===== config.mk =====
export PLATFORM = sky130hd
export DESIGN_NAME = clk_ena_prescaler_flat
export DESIGN_NICKNAME = d
export VERILOG_FILES = /design/src/rtl/clk_ena_prescaler_pkg.sv /design/src/rtl/clk_ena_prescaler_if.sv /design/src/rtl/clk_ena_prescaler.sv /design/src/flat_wrapper.sv
export SDC_FILE = /design/constraint.sdc
export NUM_CORES = 1
export LEC_CHECK = 0
export CAP_MARGIN = 20
export CORE_AREA = 2 2 39 41
export CTS_CLUSTER_DIAMETER = 80
export DETAILED_ROUTE_END_ITERATION = 8
export DIE_AREA = 0 0 41 43
export RECOVER_POWER = 50
export SLEW_MARGIN = 10
export SYNTH_ARGS = -nofsm -noshare
export SYNTH_HDL_FRONTEND = slang
export SYNTH_SLANG_ARGS = --single-unit

===== constraint.sdc =====
create_clock -name clk -period 1.5 [get_ports clk]
set_input_delay 0.3 -clock clk [delete_from_list [all_inputs] [get_ports clk]]
set_output_delay 0.3 -clock clk [all_outputs]
set_load 0.005 [all_outputs]

===== src/rtl/clk_ena_prescaler_pkg.sv =====
// Shared timer constants: divider width, rate-select width and rate-select codes.
package clk_ena_prescaler_pkg;

  localparam int unsigned TMR_DIV_W = 4;
  localparam int unsigned TMR_SEL_W = 2;

  localparam logic [TMR_SEL_W-1:0] CKS_DIV2  = TMR_SEL_W'(0);
  localparam logic [TMR_SEL_W-1:0] CKS_DIV4  = TMR_SEL_W'(1);
  localparam logic [TMR_SEL_W-1:0] CKS_DIV8  = TMR_SEL_W'(2);
  localparam logic [TMR_SEL_W-1:0] CKS_DIV16 = TMR_SEL_W'(3);

endpackage


===== src/rtl/clk_ena_prescaler_if.sv =====
// Control/status bundle between the timer register block and the prescaler.
interface clk_ena_prescaler_if;
  import clk_ena_prescaler_pkg::*;

  logic                 en;
  logic [TMR_SEL_W-1:0] cks;
  logic                 clk_ena;
  logic [TMR_SEL_W-1:0] cks_active;

  modport master (output en, output cks, input clk_ena, input cks_active);
  modport slave  (input en, input cks, output clk_ena, output cks_active);

endinterface


===== src/rtl/clk_ena_prescaler.sv =====
// Timer prescaler: one-cycle clk_ena tick every 2^(cks+1) clocks, with the rate
// switched only at a divider wrap or while disabled so no frame is cut short.
module clk_ena_prescaler
  import clk_ena_prescaler_pkg::*;
#(
  parameter int unsigned DIV_W = TMR_DIV_W,
  parameter int unsigned SEL_W = TMR_SEL_W
) (
  input  logic                 clk,
  input  logic                 rst_n,
  clk_ena_prescaler_if.slave   bus
);

  logic [DIV_W-1:0] div_cnt_q, div_cnt_d;
  logic [SEL_W-1:0] cks_q,     cks_d;
  logic             clk_ena_q, clk_ena_d;

  logic [DIV_W-1:0] tap_mask;
  logic [DIV_W-1:0] tap_pat;
  logic             tap_hit;
  logic             wrap;

  // Tap k fires when div_cnt[k:0] == 0111..1, i.e. bit k of div_cnt+1 is about to rise.
  always_comb begin
    tap_mask = '0;
    tap_pat  = '0;
    for (int unsigned i = 0; i < DIV_W; i++) begin
      tap_mask[i] = (i <= 32'(cks_q));
      tap_pat[i]  = (i <  32'(cks_q));
    end
    tap_hit = ((div_cnt_q & tap_mask) == tap_pat);
  end

  assign wrap = &div_cnt_q;

  always_comb begin
    div_cnt_d = '0;
    cks_d     = cks_q;
    clk_ena_d = 1'b0;
    if (bus.en) begin
      div_cnt_d = div_cnt_q + DIV_W'(1);
      clk_ena_d = tap_hit;
    end
    // All-ones never matches any tap, so switching here cannot emit a stray tick.
    if (!bus.en || wrap) begin
      cks_d = SEL_W'(bus.cks);
    end
  end

  always_ff @(posedge clk or negedge rst_n) begin
    if (!rst_n) begin
      div_cnt_q <= '0;
    end else begin
      div_cnt_q <= div_cnt_d;
    end
  end

  always_ff @(posedge clk or negedge rst_n) begin
    if (!rst_n) begin
      cks_q <= '0;
    end else begin
      cks_q <= cks_d;
    end
  end

  always_ff @(posedge clk or negedge rst_n) begin
    if (!rst_n) begin
      clk_ena_q <= 1'b0;
    end else begin
      clk_ena_q <= clk_ena_d;
    end
  end

  assign bus.clk_ena    = clk_ena_q;
  assign bus.cks_active = TMR_SEL_W'(cks_q);

endmodule

===== src/flat_wrapper.sv =====
// flat-port wrapper written by rule: the top's interface ports become plain ports
module clk_ena_prescaler_flat import clk_ena_prescaler_pkg::*;
#(
  parameter int unsigned DIV_W = TMR_DIV_W,
  parameter int unsigned SEL_W = TMR_SEL_W
)
  (clk, rst_n, bus_en, bus_cks, bus_clk_ena, bus_cks_active);
  clk_ena_prescaler_if bus_i ();
  input  logic clk;
  input  logic rst_n;
  input wire logic [$bits(bus_i.en)-1:0] bus_en;
  input wire logic [$bits(bus_i.cks)-1:0] bus_cks;
  output wire logic [$bits(bus_i.clk_ena)-1:0] bus_clk_ena;
  output wire logic [$bits(bus_i.cks_active)-1:0] bus_cks_active;
  assign bus_i.en = bus_en;
  assign bus_i.cks = bus_cks;
  assign bus_clk_ena = bus_i.clk_ena;
  assign bus_cks_active = bus_i.cks_active;
  clk_ena_prescaler #(.DIV_W(DIV_W), .SEL_W(SEL_W)) u_core (.clk(clk), .rst_n(rst_n), .bus(bus_i));
endmodule

==> results.py, run 1 <==
metrics = {
    "routing": {
        "via_per_inst": 4.35,
        "post_drt_wl_per_cell_um": 10.7,
        "highest_layer": "met3",
        "initialDrtViolationCount": 2,
        "antenna_left": 0,
        "route.vias.total": 248,
        "drtPass1Iterations": 2,
        "wl_met3_um": 60,
        "wl_um": 608,
        "remaining_drc_errors": 0,
        "dr_wl_met2_um": 274,
        "drt-met1-wl_um": 273,
    },
    "die": {
        "ios": 8,
        "core-area_mm2": 0.00138,
        "die_h_um": 43,
        "fp.dieW_um": 41,
        "die_area_mm2": 0.00176,
        "rows": 14,
        "floorplan.initialDensity": 0.241,
    },
    "worst_setup_path": {
        "path_cells": "clkdlybuf4s50_1",
        "rrSetupSlack_ns": 0.24,
        "cp_max_fo": 2,
        "critical-path-top-delay-family": "buffers and inverters",
        "crit_path_start_kind": "register",
        "max_stage_delay_ns": 0.50,
        "critical_path_class": "register to primary output",
        "cp_slowest_cell": "clkdlybuf4s50_1",
        "worstPathRequired_ns": 1.20,
        "path_buf_inv": 1,
        "crit_arrival_ns": 1.11,
        "critPathCaptureType": "primary output",
    },
    "finish": {
        "nNetsFinal": 48,
        "syn2layout_area_growth_pct": 41.7,
        "final_core_utilization": 0.341,
        "fillers": 139,
        "antenna_cells": 0,
        "drive_gt1_frac": 0.268,
    },
    "clocking": {
        "numCtsBuffers": 3,
        "cts_hold_buf": 0,
        "clock_latency_ns": 0.26,
        "cts_tree": "done",
        "root_buffer": "clkbuf_4",
        "clk_pin_slew_ns": 0.06,
        "htreeDepth": 1,
        "cts.path.max_buffers": 2,
        "cts_sinks": 7,
    },
    "yosys": {
        "ys_warn_count": 0,
        "yosys.area.top_type": "dfrtp_1",
        "ys_ff_latch": 7,
        "synth.top_cells.by_area": "dfrtp_1 53%, mux2_4 9.0%, and2_1 5.6%, and4bb_2 3.8%, ha_1 3.8%",
        "ys_types": 17,
        "synth_area_um2": 333,
        "synthCells": 27,
        "syn-num-nets": 33,
        "ys_seq_area_frac": 0.526,
        "syn_area_per_cell_um2": 12.3,
        "synth.top_cell.area_share": 0.526,
    },
    "sta": {
        "fin_setup_tns_ns": 0,
        "period_needed_ns": 1.41,
        "fin_worst_skew_ns": 0.00549,
        "slew-limit-headroom": 0.778,
        "fin_crit_sh": 0.938,
        "tightestPinTransition_ns": 0.332,
        "rsz0062_at_grt": "no",
        "hold_slack_ns": 0.375,
        "timing.fmax_mhz": 711,
        "drv_slew": 0,
        "hold_viol_final": 0,
        "final-setup-viol-count": 0,
    },
    "global_routing": {
        "grt_pass1_wl_um": 1010,
        "grt_start_max_net_pins": 8,
        "antenna_found_initial": 0,
        "grt-ovfl-total": 0,
        "first_global_vias": 241,
        "grt_use_total": 0.0901,
    },
    "pwr": {
        "p_sw_frac": 0.241,
        "p_per_area_mw_per_mm2": 991,
        "seqPwrFrac": 0.459,
        "combinationalPowerShare": 0.166,
        "peakVddDrop_uv": 440,
        "p_clk_frac": 0.375,
        "internal_power_uw": 355,
        "p_switching_uw": 113,
        "p_leak_uw": 0.000218,
    },
    "min_path": {
        "hold_class": "input pin to asynchronous set/reset pin",
    },
    "status": {
        "status": "finished, final reports clean",
    },
    "placement": {
        "gp_congestion": 0.695,
        "io_buffers": 7,
        "place_hpwl_um": 431,
    },
    "flow_run": {
        "maxCapViolCount": 0,
    },
}
## state kept, by name, indices dropped and copies added, names as in the netlist
name,count
u_core.bus.cks_active,2
u_core.bus.clk_ena,1
u_core.div_cnt_q,4
## layout by cell type (no fill, tap or decap)
| cell | synthesis | final |
|---|---|---|
| nand3_2 | 1 | 1 |
| clkbuf_1 | 0 | 1 |
| nand3_1 | 2 | 2 |
| o21ai_1 | 1 | 1 |
| a21oi_1 | 1 | 1 |
| o21ai_0 | 1 | 1 |
| clkbuf_4 | 0 | 3 |
| nor2_1 | 1 | 1 |
| xnor2_1 | 1 | 1 |
| xor2_1 | 1 | 1 |
| ha_1 | 1 | 1 |
| and2b_1 | 1 | 1 |
| and3b_1 | 1 | 1 |
| dfrtp_1 | 7 | 7 |
| nor3_1 | 1 | 1 |
| and2_1 | 3 | 3 |
| and4bb_2 | 1 | 1 |
| nand2_2 | 1 | 1 |
| mux2_4 | 2 | 2 |
| clkdlybuf4s50_1 | 0 | 5 |
| dlygate4sd3_1 | 0 | 2 |
| buf_4 | 0 | 3 |
## final timing paths
path                                     startpoint                  endpoint  cells after the start
setup / recovery           u_core.bus.cks_active[0]         bus_cks_active[0]                      1
hold / removal                                rst_n  u_core.bus.cks_active[0]                      1
setup reg to reg                u_core.div_cnt_q[0]  u_core.bus.cks_active[1]                      4
hold reg to reg                 u_core.div_cnt_q[1]        u_core.bus.clk_ena                      2
max in group asynchronous                     rst_n       u_core.div_cnt_q[3]                      1
min in group clk                u_core.div_cnt_q[1]        u_core.bus.clk_ena                      2
## cell usage after synthesis
cell type	count
nand2_2	1
xor2_1	1
a21oi_1	1
nor2_1	1
dfrtp_1	7
nor3_1	1
and2_1	3
xnor2_1	1
and2b_1	1
and4bb_2	1
nand3_1	2
nand3_2	1
ha_1	1
mux2_4	2
o21ai_1	1
and3b_1	1
o21ai_0	1
## per-stage QoR
stage / setup WS, ns / instance area, um^2 / total power (uW) / cells
after detailed placement: 0.179 / 430 / 289 / 51
final: 0.0926 / 472 / 467 / 57
after global routing: 0.0559 / 472 / 490 / 57
after global placement: 0.198 / 430 / 288 / 51
after floorplan: 0.317 / 333 / 249 / 27
after CTS: 0.0785 / 472 / 476 / 57
## cell type report
type | count | area, um^2 | area share
Tap cell | 16 | 20.0 | 0.0424
Sequential cell | 7 | 175 | 0.371
Clock buffer | 4 | 26.3 | 0.0557
Timing Repair Buffer | 10 | 92.6 | 0.196
Multi-Input combinational cell | 20 | 158 | 0.334
## timing repair
action,CTS,global route
gates resized for setup,0,0
endpoints found under the setup margin,2,0
endpoints found under the hold margin,0,0
setup buffers,2,0
## power by group through the flow
stage	logic (uW)	registers (uW)	clock network (uW)
floorplan	29.5	220	0
global placement	65.3	223	0
detailed placement	65.9	223	0
CTS	79.5	215	181
global route	86.3	217	186
finish	77.4	215	175
## cell families (layout without fill, tap and decap cells)
group | Yosys count | in the layout | share of synthesized area
flip-flops | 7 | 7 | 0.526
AND/OR/NAND/NOR | 12 | 12 | 0.248
XOR/XNOR | 2 | 2 | 0.0526
multiplexers | 2 | 2 | 0.0902
AO/OA/AOI/OAI | 3 | 3 | 0.0451
buffers and inverters | 0 | 14 | 0
adder cells (fa/ha/maj) | 1 | 1 | 0.0376
## routing by layer
| layer | GRT usage | vias to the layer above |
|---|---|---|
| met1 | 0.106 | 114 |
| met3 | 0.0785 | 0 |
| li1 | - | 123 |
| met5 | 0 | - |
| met4 | 0.0200 | 0 |
| met2 | 0.122 | 11 |
(Power assumes the default switching activity.)
==> inputs of run 2 (changes only) <==
==> constraint.sdc (replaced) <==
create_clock -name clk -period 1.7 [get_ports clk]
set_input_delay 0.34 -clock clk [delete_from_list [all_inputs] [get_ports clk]]
set_output_delay 0.34 -clock clk [all_outputs]
set_load 0.005 [all_outputs]
==> run 2 against run 1 <==
Net effect:
- power decreased by 14%
- die area unchanged
- register-to-register slack improved by 0.18 ns
- global-route usage increased by 0.67 points
- clock power decreased by 13%
- flip-flop and latch count unchanged
- utilization decreased by 1.1 points
- critical endpoint unchanged
==> results.py, run 2 (same netlist as run 1, synthesis figures left out) <==
metrics = {
    "sta": {
        "final-setup-viol-count": 0,
        "slew-limit-headroom": 0.779,
        "hold_viol_final": 0,
        "fin_setup_tns_ns": 0,
        "tightestPinTransition_ns": 0.331,
        "fin_crit_sh": 0.911,
        "hold_slack_ns": 0.419,
        "fin_worst_skew_ns": 0.000140,
        "period_needed_ns": 1.55,
        "timing.fmax_mhz": 646,
        "drv_slew": 0,
        "rsz0062_at_grt": "no",
    },
    "clocking": {
        "htreeDepth": 1,
        "cts_hold_buf": 0,
        "root_buffer": "clkbuf_4",
        "cts_sinks": 7,
        "cts_setup_buffers": 0,
        "cts_tree": "done",
        "clk_pin_slew_ns": 0.05,
        "cts.path.max_buffers": 2,
        "numCtsBuffers": 3,
        "cts.repair.resized": 0,
        "clock_latency_ns": 0.25,
    },
    "pwr": {
        "p_leak_uw": 0.000208,
        "p_per_area_mw_per_mm2": 883,
        "peakVddDrop_uv": 405,
    },
    "finish": {
        "largest_register_ffs": 4,
        "final_common_cell": "dfrtp_1",
        "nNetsFinal": 46,
        "drive_gt1_frac": 0.231,
        "stdcell_count": 55,
        "antenna_cells": 0,
        "syn2layout_area_growth_pct": 37.2,
        "layout_common_cells": "7 x dfrtp_1, 5 x clkdlybuf4s50_1, 3 x and2_1, 3 x clkbuf_4",
        "regMostFlops": "u_core.div_cnt_q",
    },
    "worst_setup_path": {
        "rrSetupSlack_ns": 0.42,
        "worstPathRequired_ns": 1.36,
        "r2r_end": "u_core.bus.cks_active[1]",
        "cp_slowest_cell": "clkdlybuf4s50_1",
        "cp_max_fo": 6,
        "critPathCaptureType": "primary output",
        "reg2reg_depth": 4,
        "crit_path_start_kind": "register",
        "critical-path-top-delay-family": "buffers and inverters",
        "path_cells": "clkdlybuf4s50_1",
        "critical_path_class": "register to primary output",
        "path_buf_inv": 1,
        "max_stage_delay_ns": 0.53,
        "crit_arrival_ns": 1.21,
        "r2r_start": "u_core.div_cnt_q[0]",
    },
    "die": {
        "ios": 8,
        "core-area_mm2": 0.00138,
        "rows": 14,
        "die_area_mm2": 0.00176,
        "floorplan.initialDensity": 0.241,
        "fp.dieW_um": 41,
        "die_h_um": 43,
    },
    "routing": {
        "initialDrtViolationCount": 4,
        "highest_layer": "met4",
        "drtPass1Iterations": 4,
        "remaining_drc_errors": 0,
        "post_drt_wl_per_cell_um": 11.0,
        "antenna_left": 0,
        "dr_wl_met2_um": 256,
        "route.vias.total": 250,
        "drt-met1-wl_um": 284,
        "via_per_inst": 4.55,
        "wl_um": 606,
        "wl_met3_um": 54,
    },
    "global_routing": {
        "antenna_found_initial": 0,
        "grt_use_total": 0.0968,
        "grt_pass1_wl_um": 1070,
        "grt-ovfl-total": 0,
        "grt_start_max_net_pins": 8,
        "first_global_vias": 233,
    },
    "min_path": {
        "hold_class": "input pin to asynchronous set/reset pin",
    },
    "placement": {
        "io_buffers": 7,
        "placedCellCount": 51,
        "gp_congestion": 0.711,
    },
    "status": {
        "status": "finished, final reports clean",
    },
    "flow_run": {
        "maxCapViolCount": 0,
    },
}
[run 2: cell type report]
type	count	area, um^2
clock buffer	4	26.3
timing repair buffer	8	77.6
sequential	7	175
tap	16	20.0
fill	140	927
multi-input combinational	20	158
[run 2: per-stage QoR]
step / utilization / worst slack [ns] / power (uW) / instance area (um^2)
2_1_floorplan: - / 0.517 / 220 / 333
3_3_place_gp: 0.311 / 0.354 / 254 / 430
3_5_place_dp: 0.311 / 0.350 / 255 / 430
4_1_cts: 0.330 / 0.132 / 415 / 457
5_1_grt: 0.330 / 0.0590 / 436 / 457
6_report: 0.330 / 0.152 / 403 / 457
[run 2: layer usage]
layer  up-vias  track usage
li1        117            -
met1       118        0.130
met2        13        0.109
met3         2       0.0628
met4         0       0.0600
met5         -            0
[run 2: worst max path at each step]
stage                                   startpoint                        to  slack, ns  cells after the start
after floorplan                u_core.div_cnt_q[0]  u_core.bus.cks_active[0]       0.52                      4
after global placement                      bus_en  u_core.bus.cks_active[1]       0.35                      3
after detailed placement                    bus_en  u_core.bus.cks_active[1]       0.35                      3
after CTS                 u_core.bus.cks_active[0]         bus_cks_active[0]       0.13                      1
after global routing      u_core.bus.cks_active[0]         bus_cks_active[0]       0.06                      1
final                     u_core.bus.cks_active[0]         bus_cks_active[0]       0.15                      1
[run 2: power by group]
part	switching, uW	internal [uW]	leakage (uW)
Sequential	14.9	179	0.0000902
Clock	63.0	89.7	0.0000150
Combinational	18.4	38.0	0.000103
[run 2: worst register-to-register path: stages (launching register included)]
cell and delay (ns):
dfrtp_1 0.42, ha_1 0.23, nand3_2 0.09, nand2_2 0.11, mux2_4 0.30
==> inputs of run 3 (changes only) <==
==> constraint.sdc (replaced) <==
create_clock -name clk -period 1.4 [get_ports clk]
set_input_delay 0.28 -clock clk [delete_from_list [all_inputs] [get_ports clk]]
set_output_delay 0.28 -clock clk [all_outputs]
set_load 0.005 [all_outputs]
==> run 3 against run 2 <==
Net effect:
- final area is 5.8% higher
- sequential share of layout area down 2.1 points
- clock-buffer cell count did not move
- highest routed layer unchanged
==> results.py, run 3 (same netlist as run 1, synthesis figures left out) <==
metrics = {
    "finish": {
        "fillers": 149,
        "layout_common_cells": "7 x dfrtp_1, 4 x buf_4, 3 x and2_1, 3 x clkbuf_4",
        "final_common_cell": "dfrtp_1",
        "regMostFlops": "u_core.div_cnt_q",
        "nNetsFinal": 49,
        "largest_register_ffs": 4,
        "antenna_cells": 0,
        "syn2layout_area_growth_pct": 45.1,
        "drive_gt1_frac": 0.286,
        "finalInstanceArea_um2": 483,
    },
    "routing": {
        "initialDrtViolationCount": 1,
        "wl_um": 636,
        "antenna_left": 0,
        "via_per_inst": 4.45,
        "drtPass1Iterations": 2,
        "route.vias.total": 258,
        "remaining_drc_errors": 0,
        "post_drt_wl_per_cell_um": 11.0,
    },
    "placement": {
        "place_hpwl_um": 452,
        "io_buffers": 7,
        "gp_congestion": 0.701,
        "place_area_um2": 438,
        "dp_worst_setup_slack_ns": 0.110,
    },
    "worst_setup_path": {
        "critPathCaptureType": "register",
        "cp_max_fo": 4,
        "r2r_start": "u_core.div_cnt_q[1]",
        "cp_slowest_cell": "dfrtp_1",
        "critical-path-top-delay-family": "flip-flops",
        "critical_path_class": "register to register",
        "crit_path_start_kind": "register",
        "path_buf_inv": 0,
        "max_stage_delay_ns": 0.38,
        "rrSetupSlack_ns": 0.19,
        "path_cells": "ha_1 -> nand3_2 -> nand2_2 -> mux2_4",
        "r2r_end": "u_core.bus.cks_active[1]",
        "reg2reg_depth": 4,
        "worstPathRequired_ns": 1.54,
        "crit_arrival_ns": 1.35,
    },
    "sta": {
        "slew-limit-headroom": 0.787,
        "worst_slack_ns": 0.191,
        "hold_slack_ns": 0.346,
        "period_needed_ns": 1.21,
        "fin_crit_sh": 0.863,
        "fin_setup_tns_ns": 0,
        "tightestPinTransition_ns": 0.319,
        "drv_slew": 0,
        "fin_worst_skew_ns": 0.00610,
        "rsz0062_at_grt": "no",
        "hold_viol_final": 0,
        "timing.fmax_mhz": 827,
        "final-setup-viol-count": 0,
    },
    "die": {
        "die_h_um": 43,
        "fp.dieW_um": 41,
        "ios": 8,
        "core-area_mm2": 0.00138,
        "die_area_mm2": 0.00176,
        "rows": 14,
        "floorplan.initialDensity": 0.241,
    },
    "pwr": {
        "power.total_uw": 501,
        "p_per_area_mw_per_mm2": 1040,
        "peakVddDrop_uv": 408,
        "p_leak_uw": 0.000250,
    },
    "global_routing": {
        "grt_use_total": 0.104,
        "grt_pass1_wl_um": 1130,
        "antenna_found_initial": 0,
        "grt-ovfl-total": 0,
        "grt_start_max_net_pins": 8,
        "first_global_vias": 256,
    },
    "clocking": {
        "numCtsBuffers": 3,
        "root_buffer": "clkbuf_4",
        "cts_sinks": 7,
        "clock_latency_ns": 0.26,
        "cts_tree": "done",
        "clk_pin_slew_ns": 0.05,
        "htreeDepth": 1,
        "cts.path.max_buffers": 2,
        "cts_hold_buf": 0,
    },
    "flow_run": {
        "maxCapViolCount": 0,
    },
    "min_path": {
        "hold_class": "input pin to asynchronous set/reset pin",
    },
    "status": {
        "status": "finished, final reports clean",
    },
}
-- run 3: metal layers --
| metal | vias to the layer above | part of all wire | GRT usage |
|---|---|---|---|
| li1 | 124 | - | - |
| met1 | 120 | 0.44 | 0.123 |
| met2 | 10 | 0.42 | 0.131 |
| met3 | 4 | 0.11 | 0.0785 |
| met4 | 0 | 0.031 | 0.0600 |
| met5 | - | 0 | 0 |
-- run 3: what timing repair did --
item | 4_1_cts | 5_1_grt
endpoints found under the setup margin | 2 | 2
gates resized for setup | 1 | 2
buffers inserted | 2 | 0
-- run 3: worst register-to-register path, delay by kind of cell, from the launching register on --
kind	cells	cell delay [ns]
adders and majority gates	1	0.23
DFF	1	0.38
muxes	1	0.30
and+or+nand+nor	2	0.19
-- run 3: worst max path at each step --
| stage | start | to | slack, ns | cells past startpoint |
|---|---|---|---|---|
| final | u_core.div_cnt_q[1] | u_core.bus.cks_active[1] | 0.19 | 4 |
| after floorplan | u_core.div_cnt_q[0] | u_core.bus.cks_active[0] | 0.22 | 4 |
| after global placement | bus_en | u_core.bus.cks_active[0] | 0.12 | 3 |
| after global routing | u_core.div_cnt_q[1] | u_core.bus.cks_active[0] | 0.14 | 4 |
| after detailed placement | bus_en | u_core.bus.cks_active[1] | 0.11 | 3 |
| after CTS | u_core.bus.cks_active[1] | bus_cks_active[1] | 0.007 | 1 |
-- run 3: cell type report --
cell class,instances,area [um^2],area share
Sequential cell,7,175,0.363
Tap cell,16,20.0,0.0415
Clock buffer,4,26.3,0.0544
Multi-Input combinational cell,20,158,0.326
Timing Repair Buffer,11,104,0.215
-- run 3: power breakdown --
group          internal [uW]  total, uW  leakage [uW]  switching (uW)
Combinational           52.5       84.7      0.000145            32.2
Sequential               218        227     0.0000902            9.83
Clock                    109        189     0.0000150            79.6
-- run 3: stage by stage --
step	utilization	std cells
6_report	0.349	58
5_1_grt	0.349	58
4_1_cts	0.345	58
3_5_place_dp	0.316	52
3_3_place_gp	0.316	52
2_1_floorplan	-	27
